==> config.mk <==
export PLATFORM = sky130hd
export DESIGN_NAME = mem_arbiter
export DESIGN_NICKNAME = d
export VERILOG_FILES = /design/src/rtl/cpu_pkg.sv /design/src/rtl/mem_arb_pick.sv /design/src/rtl/mem_arbiter.sv
export SDC_FILE = /design/constraint.sdc
export NUM_CORES = 1
export LEC_CHECK = 0
export ABC_AREA = 1
export BUFFER_PORTS_ARGS = -buffer_cell sky130_fd_sc_hd__buf_2
export CORE_ASPECT_RATIO = 0.75
export CORE_UTILIZATION = 45
export DETAILED_ROUTE_END_ITERATION = 10
export MAX_ROUTING_LAYER = met4
export PLACE_DENSITY = 0.8
export RECOVER_POWER = 100
export SYNTH_ARGS = -nofsm -noshare
export SYNTH_HDL_FRONTEND = slang
export SYNTH_SLANG_ARGS = --single-unit
export TNS_END_PERCENT = 1
==> constraint.sdc <==
create_clock -name clk -period 1.4 [get_ports clk]
set_clock_uncertainty 0.1 [all_clocks]
set_input_delay 0.07 -clock clk [delete_from_list [all_inputs] [get_ports clk]]
set_output_delay 0.07 -clock clk [all_outputs]
set_load 0.005 [all_outputs]
==> src/rtl/cpu_pkg.sv <==
// ---------------------------------------------------------------------------
// cpu_pkg
// Shared type and constant definitions for the multi-cycle core's memory
// arbitration logic.
//   arb_state_t : arbiter FSM states (IDLE, MEM, RESP)
//   OWNER_IF    : owner code of the instruction-fetch requester
//   OWNER_D     : owner code of the load/store requester
// ---------------------------------------------------------------------------
package cpu_pkg;

    typedef enum logic [1:0] {
        IDLE = 2'd0,   // waiting for a request
        MEM  = 2'd1,   // memory transaction outstanding
        RESP = 2'd2    // one-cycle response pulse to the owner
    } arb_state_t;

    localparam logic OWNER_IF = 1'b0;
    localparam logic OWNER_D  = 1'b1;

endpackage

==> src/rtl/mem_arb_pick.sv <==
// ---------------------------------------------------------------------------
// mem_arb_pick
// Combinational winner selection between the fetch and data requesters.
// A lone requester always wins. On a tie the data requester wins, unless
// MEM_ARB_RR_EN is defined, in which case the requester not served last wins.
//
// Build option: MEM_ARB_RR_EN (round-robin tie breaking)
//
// Ports
//   if_req      in  fetch request
//   d_req       in  data request
//   last_served in  owner of the previous grant (only used with MEM_ARB_RR_EN)
//   grant_valid out at least one requester is active
//   grant_owner out winning requester (OWNER_IF / OWNER_D)
// ---------------------------------------------------------------------------
module mem_arb_pick
    import cpu_pkg::*;
(
    input  logic if_req,
    input  logic d_req,
    input  logic last_served,
    output logic grant_valid,
    output logic grant_owner
);

`ifndef MEM_ARB_RR_EN
    // Fixed priority ignores the history input entirely.
    logic unused_last_served_s;
    assign unused_last_served_s = last_served;
`endif

    // Winner selection: single requester wins, tie resolved by build option.
    always_comb begin
        grant_valid = if_req | d_req;
        grant_owner = OWNER_IF;
        if (if_req && d_req) begin
`ifdef MEM_ARB_RR_EN
            grant_owner = (last_served == OWNER_D) ? OWNER_IF : OWNER_D;
`else
            grant_owner = OWNER_D;
`endif
        end else if (d_req) begin
            grant_owner = OWNER_D;
        end else begin
            grant_owner = OWNER_IF;
        end
    end

endmodule

==> src/rtl/mem_arbiter.sv <==
// ---------------------------------------------------------------------------
// mem_arbiter
// Shares the single unified memory port between the instruction-fetch and
// the load/store requesters. A granted request is latched into the mem_*
// registers, one transaction is driven at a time, and when mem_ready arrives
// a one-cycle registered response is returned to the owner.
//
// Build option: MEM_ARB_RR_EN (round-robin tie breaking; default is fixed
//               priority with data winning ties)
//
// Parameters
//   ADDR_W  address width of all ports
//   DATA_W  data width (byte enables are DATA_W/8 wide)
//
// Ports
//   clk        in   system clock, rising edge
//   reset      in   asynchronous active-low reset
//   if_req     in   fetch request, held until if_valid
//   if_addr    in   fetch byte address
//   if_rdata   out  fetched word
//   if_valid   out  one-cycle fetch response pulse
//   d_req      in   data request, held until d_valid
//   d_we       in   1 = store, 0 = load
//   d_be       in   store byte enables
//   d_addr     in   data byte address
//   d_wdata    in   store data
//   d_rdata    out  load data (0 on store responses)
//   d_valid    out  one-cycle data response pulse
//   mem_req    out  memory transaction active
//   mem_we     out  registered write enable
//   mem_be     out  registered byte enables
//   mem_addr   out  registered address
//   mem_wdata  out  registered write data
//   mem_rdata  in   memory read data, valid with mem_ready
//   mem_ready  in   transaction complete, only honoured while mem_req=1
//   busy       out  arbiter not idle
//   owner      out  owner of the current/last transaction (0 fetch, 1 data)
// ---------------------------------------------------------------------------
module mem_arbiter
    import cpu_pkg::*;
#(
    parameter int ADDR_W = 32,
    parameter int DATA_W = 32
) (
    input  logic                clk,
    input  logic                reset,
    input  logic                if_req,
    input  logic [ADDR_W-1:0]   if_addr,
    output logic [DATA_W-1:0]   if_rdata,
    output logic                if_valid,
    input  logic                d_req,
    input  logic                d_we,
    input  logic [DATA_W/8-1:0] d_be,
    input  logic [ADDR_W-1:0]   d_addr,
    input  logic [DATA_W-1:0]   d_wdata,
    output logic [DATA_W-1:0]   d_rdata,
    output logic                d_valid,
    output logic                mem_req,
    output logic                mem_we,
    output logic [DATA_W/8-1:0] mem_be,
    output logic [ADDR_W-1:0]   mem_addr,
    output logic [DATA_W-1:0]   mem_wdata,
    input  logic [DATA_W-1:0]   mem_rdata,
    input  logic                mem_ready,
    output logic                busy,
    output logic                owner
);

    localparam int BE_W = DATA_W / 8;

    arb_state_t          state_r;
    arb_state_t          state_next_s;

    logic                grant_valid_s;
    logic                grant_owner_s;
    logic                last_served_s;
    logic                grant_load_s;
    logic                complete_s;

    logic                mem_req_r;
    logic                busy_r;
    logic                owner_r;
    logic                mem_we_r;
    logic [BE_W-1:0]     mem_be_r;
    logic [ADDR_W-1:0]   mem_addr_r;
    logic [DATA_W-1:0]   mem_wdata_r;
    logic [DATA_W-1:0]   if_rdata_r;
    logic [DATA_W-1:0]   d_rdata_r;
    logic                if_valid_r;
    logic                d_valid_r;

    mem_arb_pick u_pick (
        .if_req      (if_req),
        .d_req       (d_req),
        .last_served (last_served_s),
        .grant_valid (grant_valid_s),
        .grant_owner (grant_owner_s)
    );

`ifdef MEM_ARB_RR_EN
    logic last_served_r;

    // History of the most recent grant, used only to break ties.
    always_ff @(posedge clk or negedge reset) begin
        if (!reset) begin
            last_served_r <= OWNER_IF;
        end else if (grant_load_s) begin
            last_served_r <= grant_owner_s;
        end
    end

    assign last_served_s = last_served_r;
`else
    assign last_served_s = OWNER_IF;
`endif

    // FSM state register; mem_req and busy are registered copies of the
    // next state so they change together with it.
    always_ff @(posedge clk or negedge reset) begin
        if (!reset) begin
            state_r   <= IDLE;
            mem_req_r <= 1'b0;
            busy_r    <= 1'b0;
        end else begin
            state_r   <= state_next_s;
            mem_req_r <= (state_next_s == MEM);
            busy_r    <= (state_next_s != IDLE);
        end
    end

    // FSM next-state logic.
    always_comb begin
        state_next_s = state_r;
        case (state_r)
            IDLE: begin
                if (grant_valid_s) begin
                    state_next_s = MEM;
                end else begin
                    state_next_s = IDLE;
                end
            end
            MEM: begin
                if (mem_ready) begin
                    state_next_s = RESP;
                end else begin
                    state_next_s = MEM;
                end
            end
            RESP:    state_next_s = IDLE;
            default: state_next_s = IDLE;
        endcase
    end

    // FSM control strobes: grant in IDLE, completion in MEM. mem_ready in
    // any other state is ignored here.
    always_comb begin
        grant_load_s = 1'b0;
        complete_s   = 1'b0;
        case (state_r)
            IDLE: begin
                grant_load_s = grant_valid_s;
            end
            MEM: begin
                complete_s = mem_ready;
            end
            RESP: begin
                grant_load_s = 1'b0;
            end
            default: begin
                grant_load_s = 1'b0;
                complete_s   = 1'b0;
            end
        endcase
    end

    // Transaction attribute latch; fetches are forced to full-word reads.
    always_ff @(posedge clk or negedge reset) begin
        if (!reset) begin
            owner_r     <= OWNER_IF;
            mem_we_r    <= 1'b0;
            mem_be_r    <= {BE_W{1'b0}};
            mem_addr_r  <= {ADDR_W{1'b0}};
            mem_wdata_r <= {DATA_W{1'b0}};
        end else if (grant_load_s) begin
            owner_r <= grant_owner_s;
            if (grant_owner_s == OWNER_D) begin
                mem_we_r    <= d_we;
                mem_be_r    <= d_be;
                mem_addr_r  <= d_addr;
                mem_wdata_r <= d_wdata;
            end else begin
                mem_we_r    <= 1'b0;
                mem_be_r    <= {BE_W{1'b1}};
                mem_addr_r  <= if_addr;
                mem_wdata_r <= {DATA_W{1'b0}};
            end
        end
    end

    // Response registers; the non-owner's read data keeps its old value.
    always_ff @(posedge clk or negedge reset) begin
        if (!reset) begin
            if_valid_r <= 1'b0;
            d_valid_r  <= 1'b0;
            if_rdata_r <= {DATA_W{1'b0}};
            d_rdata_r  <= {DATA_W{1'b0}};
        end else begin
            if_valid_r <= complete_s && (owner_r == OWNER_IF);
            d_valid_r  <= complete_s && (owner_r == OWNER_D);
            if (complete_s && (owner_r == OWNER_IF)) begin
                if_rdata_r <= mem_rdata;
            end
            if (complete_s && (owner_r == OWNER_D)) begin
                d_rdata_r <= mem_we_r ? {DATA_W{1'b0}} : mem_rdata;
            end
        end
    end

    assign mem_req   = mem_req_r;
    assign busy      = busy_r;
    assign owner     = owner_r;
    assign mem_we    = mem_we_r;
    assign mem_be    = mem_be_r;
    assign mem_addr  = mem_addr_r;
    assign mem_wdata = mem_wdata_r;
    assign if_rdata  = if_rdata_r;
    assign if_valid  = if_valid_r;
    assign d_rdata   = d_rdata_r;
    assign d_valid   = d_valid_r;

endmodule

==> impl_metrics.tcl <==
set metrics [dict create \
    syn-cell-area_um2 6140 \
    clock_power_share 0.240 \
    grt_max_degree 46 \
    ctsLongestPathBuffers 2 \
    yosysUniqueCellTypes 19 \
    n_antenna_cell 0 \
    multi_input_area_um2 2210 \
    p_per_area_nw_per_um2 1960 \
    synth_edf_count 0 \
    maxCapViolations 0 \
    portBuffers 275 \
    cts_root_buf "clkbuf_16" \
    min_period_over_period 0.994 \
    n_fill_cell 896 \
    nets 1316 \
    place_congestion 0.878 \
    finalHoldViolCount 0 \
    synth-seq-cells 140 \
    hold_start "d_req" \
    reg2regPathDepth 6 \
    dp_cells 1194 \
    coreArea_um2 13200 \
    netlist_instances 768 \
    report.final.setup_viol 0 \
    period_needed_ns 1.39 \
    antenna_found_initial 0 \
    seq_power_share 0.373 \
    crit_required_ns 1.59 \
    dp_hpwl_mm 11.8 \
    cp-start-kind "input pin" \
    crit_fanout 1 \
    cts_tree "built" \
    post_drt_wl_per_cell_um 15.4 \
    num_io_pins 276 \
    first_pass_iters 5 \
    synth-warning-count 0 \
    r2r_start "state_r[0]$_DFF_PN0_" \
    drcViolationCount 0 \
    yosysTopAreaCell "dfrtp_1" \
    core.rowCount 36 \
    netSwitchingPower_uw 7110 \
    syn_area_per_cell_um2 7.99 \
    cp-startpoint "if_addr[13]" \
    grtUsageTotal 0.313 \
    tightestPinTransition_ns 0.590 \
    die_area_um2 14100 \
    ys_seq_area_frac 0.571 \
    p_int_uw 12000 \
    seq_area_um2 3510 \
    endpoint_kind "register" \
    clock_latency_ns 0.40 \
    leakagePower_uw 0.00569 \
    fin_util 0.739 \
    path_clk_slew_ns 0.06 \
    synth_nets 906 \
    ys_async_sr_fraction 1.00 \
    max_freq_ghz 0.718 \
    final.setup.worst_slack_ns 0.00780 \
    area_growth_pct 58.4 \
    cts.sinks 140 \
    vias_per_cell 4.97 \
    drt-total-wl_mm 21.0 \
    grt_overflow 0 \
    die_w_um 137 \
    rr_endpoint "mem_wdata[18]$_DFFE_PN0P_" \
    yosys_most_used_dff "dfrtp_1" \
    combinationalPowerShare 0.387 \
    hold_class "input pin to register" \
    h-tree-depth 4 \
    post-synth-top-count-cell "nand2_1" \
    die_y_um 103 \
    outcome "finished clean" \
    rrSetupSlack_ns 0.05 \
    rsz0062_at_grt "true" \
    grt_pass1_vias 6842 \
    initial_core_util 0.467 \
    dpl_worst_slack_ns 0.0666 \
    cts_buffers 17 \
    endpoint "mem_addr[13]$_DFFE_PN0P_" \
    slew_headroom 0.607 \
    swShare 0.373 \
    postRouteAntennaNets 0 \
    cp.arrival_ns 1.58 \
    slew_violations 0 \
    totalPowerFinal_uw 19100 \
    drtIter0Drc 350 \
    final_layout_size_suffix_gt1_frac 0.291 \
    final_cells 1362 \
    crit_type "input pin to register" \
    grt_pass1_wl_mm 32.7 \
    yosys.area.top_type_share 0.571 \
    synthTopCellsByArea "dfrtp_1 57%, nand2_1 28%, nand4_1 3.4%" \
    peakVddDrop_v 0.00135 \
    synth_commonest_cells "463 x nand2_1, 140 x dfrtp_1, 35 x inv_1" \
    vias 6764 \
]
[layout by cell type (no fill, tap or decap), drive strengths merged]
master and count:
nand2 464, buf 291, dfrtp 140, dlygate4sd3 134, inv 43, nor2 38, nand4 33, clkbuf 26
or2 4, clkinv 4, clkinvlp 3, nand3 2, o31ai 2, bufinv 2, dlymetal6s4s 2, o21ai 2
a21oi 1
[worst min path at each step]
stage	cells after the start	slack [ns]	to
after global routing	2	0.08	if_rdata[5]$_DFFE_PN0P_
after floorplan	0	-0.33	busy$_DFF_PN0_
after detailed placement	1	-0.08	mem_addr[7]$_DFFE_PN0P_
after global placement	1	-0.08	mem_addr[7]$_DFFE_PN0P_
after CTS	3	0.007	busy$_DFF_PN0_
final	3	0.03	busy$_DFF_PN0_
[per-layer routing]
layer	up-vias	track usage	wire length, um
met5	-	-	0
met4	0	0.157	762
met3	77	0.0659	1620
met2	368	0.528	10300
met1	3163	0.356	8340
li1	3156	-	-
[worst max-delay path, cell delays in order]
cell	delay (ns)
dlygate4sd3_1	0.57
buf_2	0.14
nand2_1	0.06
nand2_1	0.06
dlygate4sd3_1	0.56
nand2_1	0.07
nand2_1	0.06
[state kept, by name (all words and copies together), names as in the netlist, 2 cells and up]
signal	count
mem_be	4
mem_wdata	32
if_rdata	32
mem_addr	32
state_r	2
d_rdata	32
[metrics by stage]
stage               hold slack, ns  TNS (ns)  area, um2
floorplan                   -0.326         0       6140
detailed placement         -0.0775         0       7800
finish                      0.0348         0       9720
CTS                        0.00651         0       9770
global route                0.0831   -0.0885       9720
global placement           -0.0763         0       7800
[power by group through the flow]
stage | Sequential, uW | Clock (uW) | Combinational (uW)
after floorplan | 7180 | 0 | 3330
after global placement | 7040 | 0 | 6680
after detailed placement | 7060 | 0 | 6860
after CTS | 7040 | 4640 | 7200
after global routing | 7320 | 4840 | 8230
final | 7120 | 4580 | 7370
[layout make-up]
cell class	instances	share of cell area
clock buffer	19	0.0466
tap	171	0.0220
sequential	140	0.361
inverter	39	0.0151
timing repair buffer	434	0.312
clock inverter	13	0.0160
multi-input combinational	546	0.228
[cells by family (layout without fill, tap and decap cells)]
group | after synthesis | count (layout) | share of synthesized area
AND/OR/NAND/NOR | 541 | 541 | 0.353
flip-flops | 140 | 140 | 0.571
buffers and inverters | 82 | 505 | 0.0697
AO/OA/AOI/OAI | 5 | 5 | 0.00673
[what timing repair did]
| item | CTS | global route |
|---|---|---|
| gates resized for setup | 0 | 7 |
| setup endpoints to repair | 0 | 54 |
| buffers inserted | 0 | 0 |
| hold buffers | 136 | 0 |
| endpoints found under the hold margin | 277 | 0 |
Note: power is estimated with default switching activity, not from simulation.
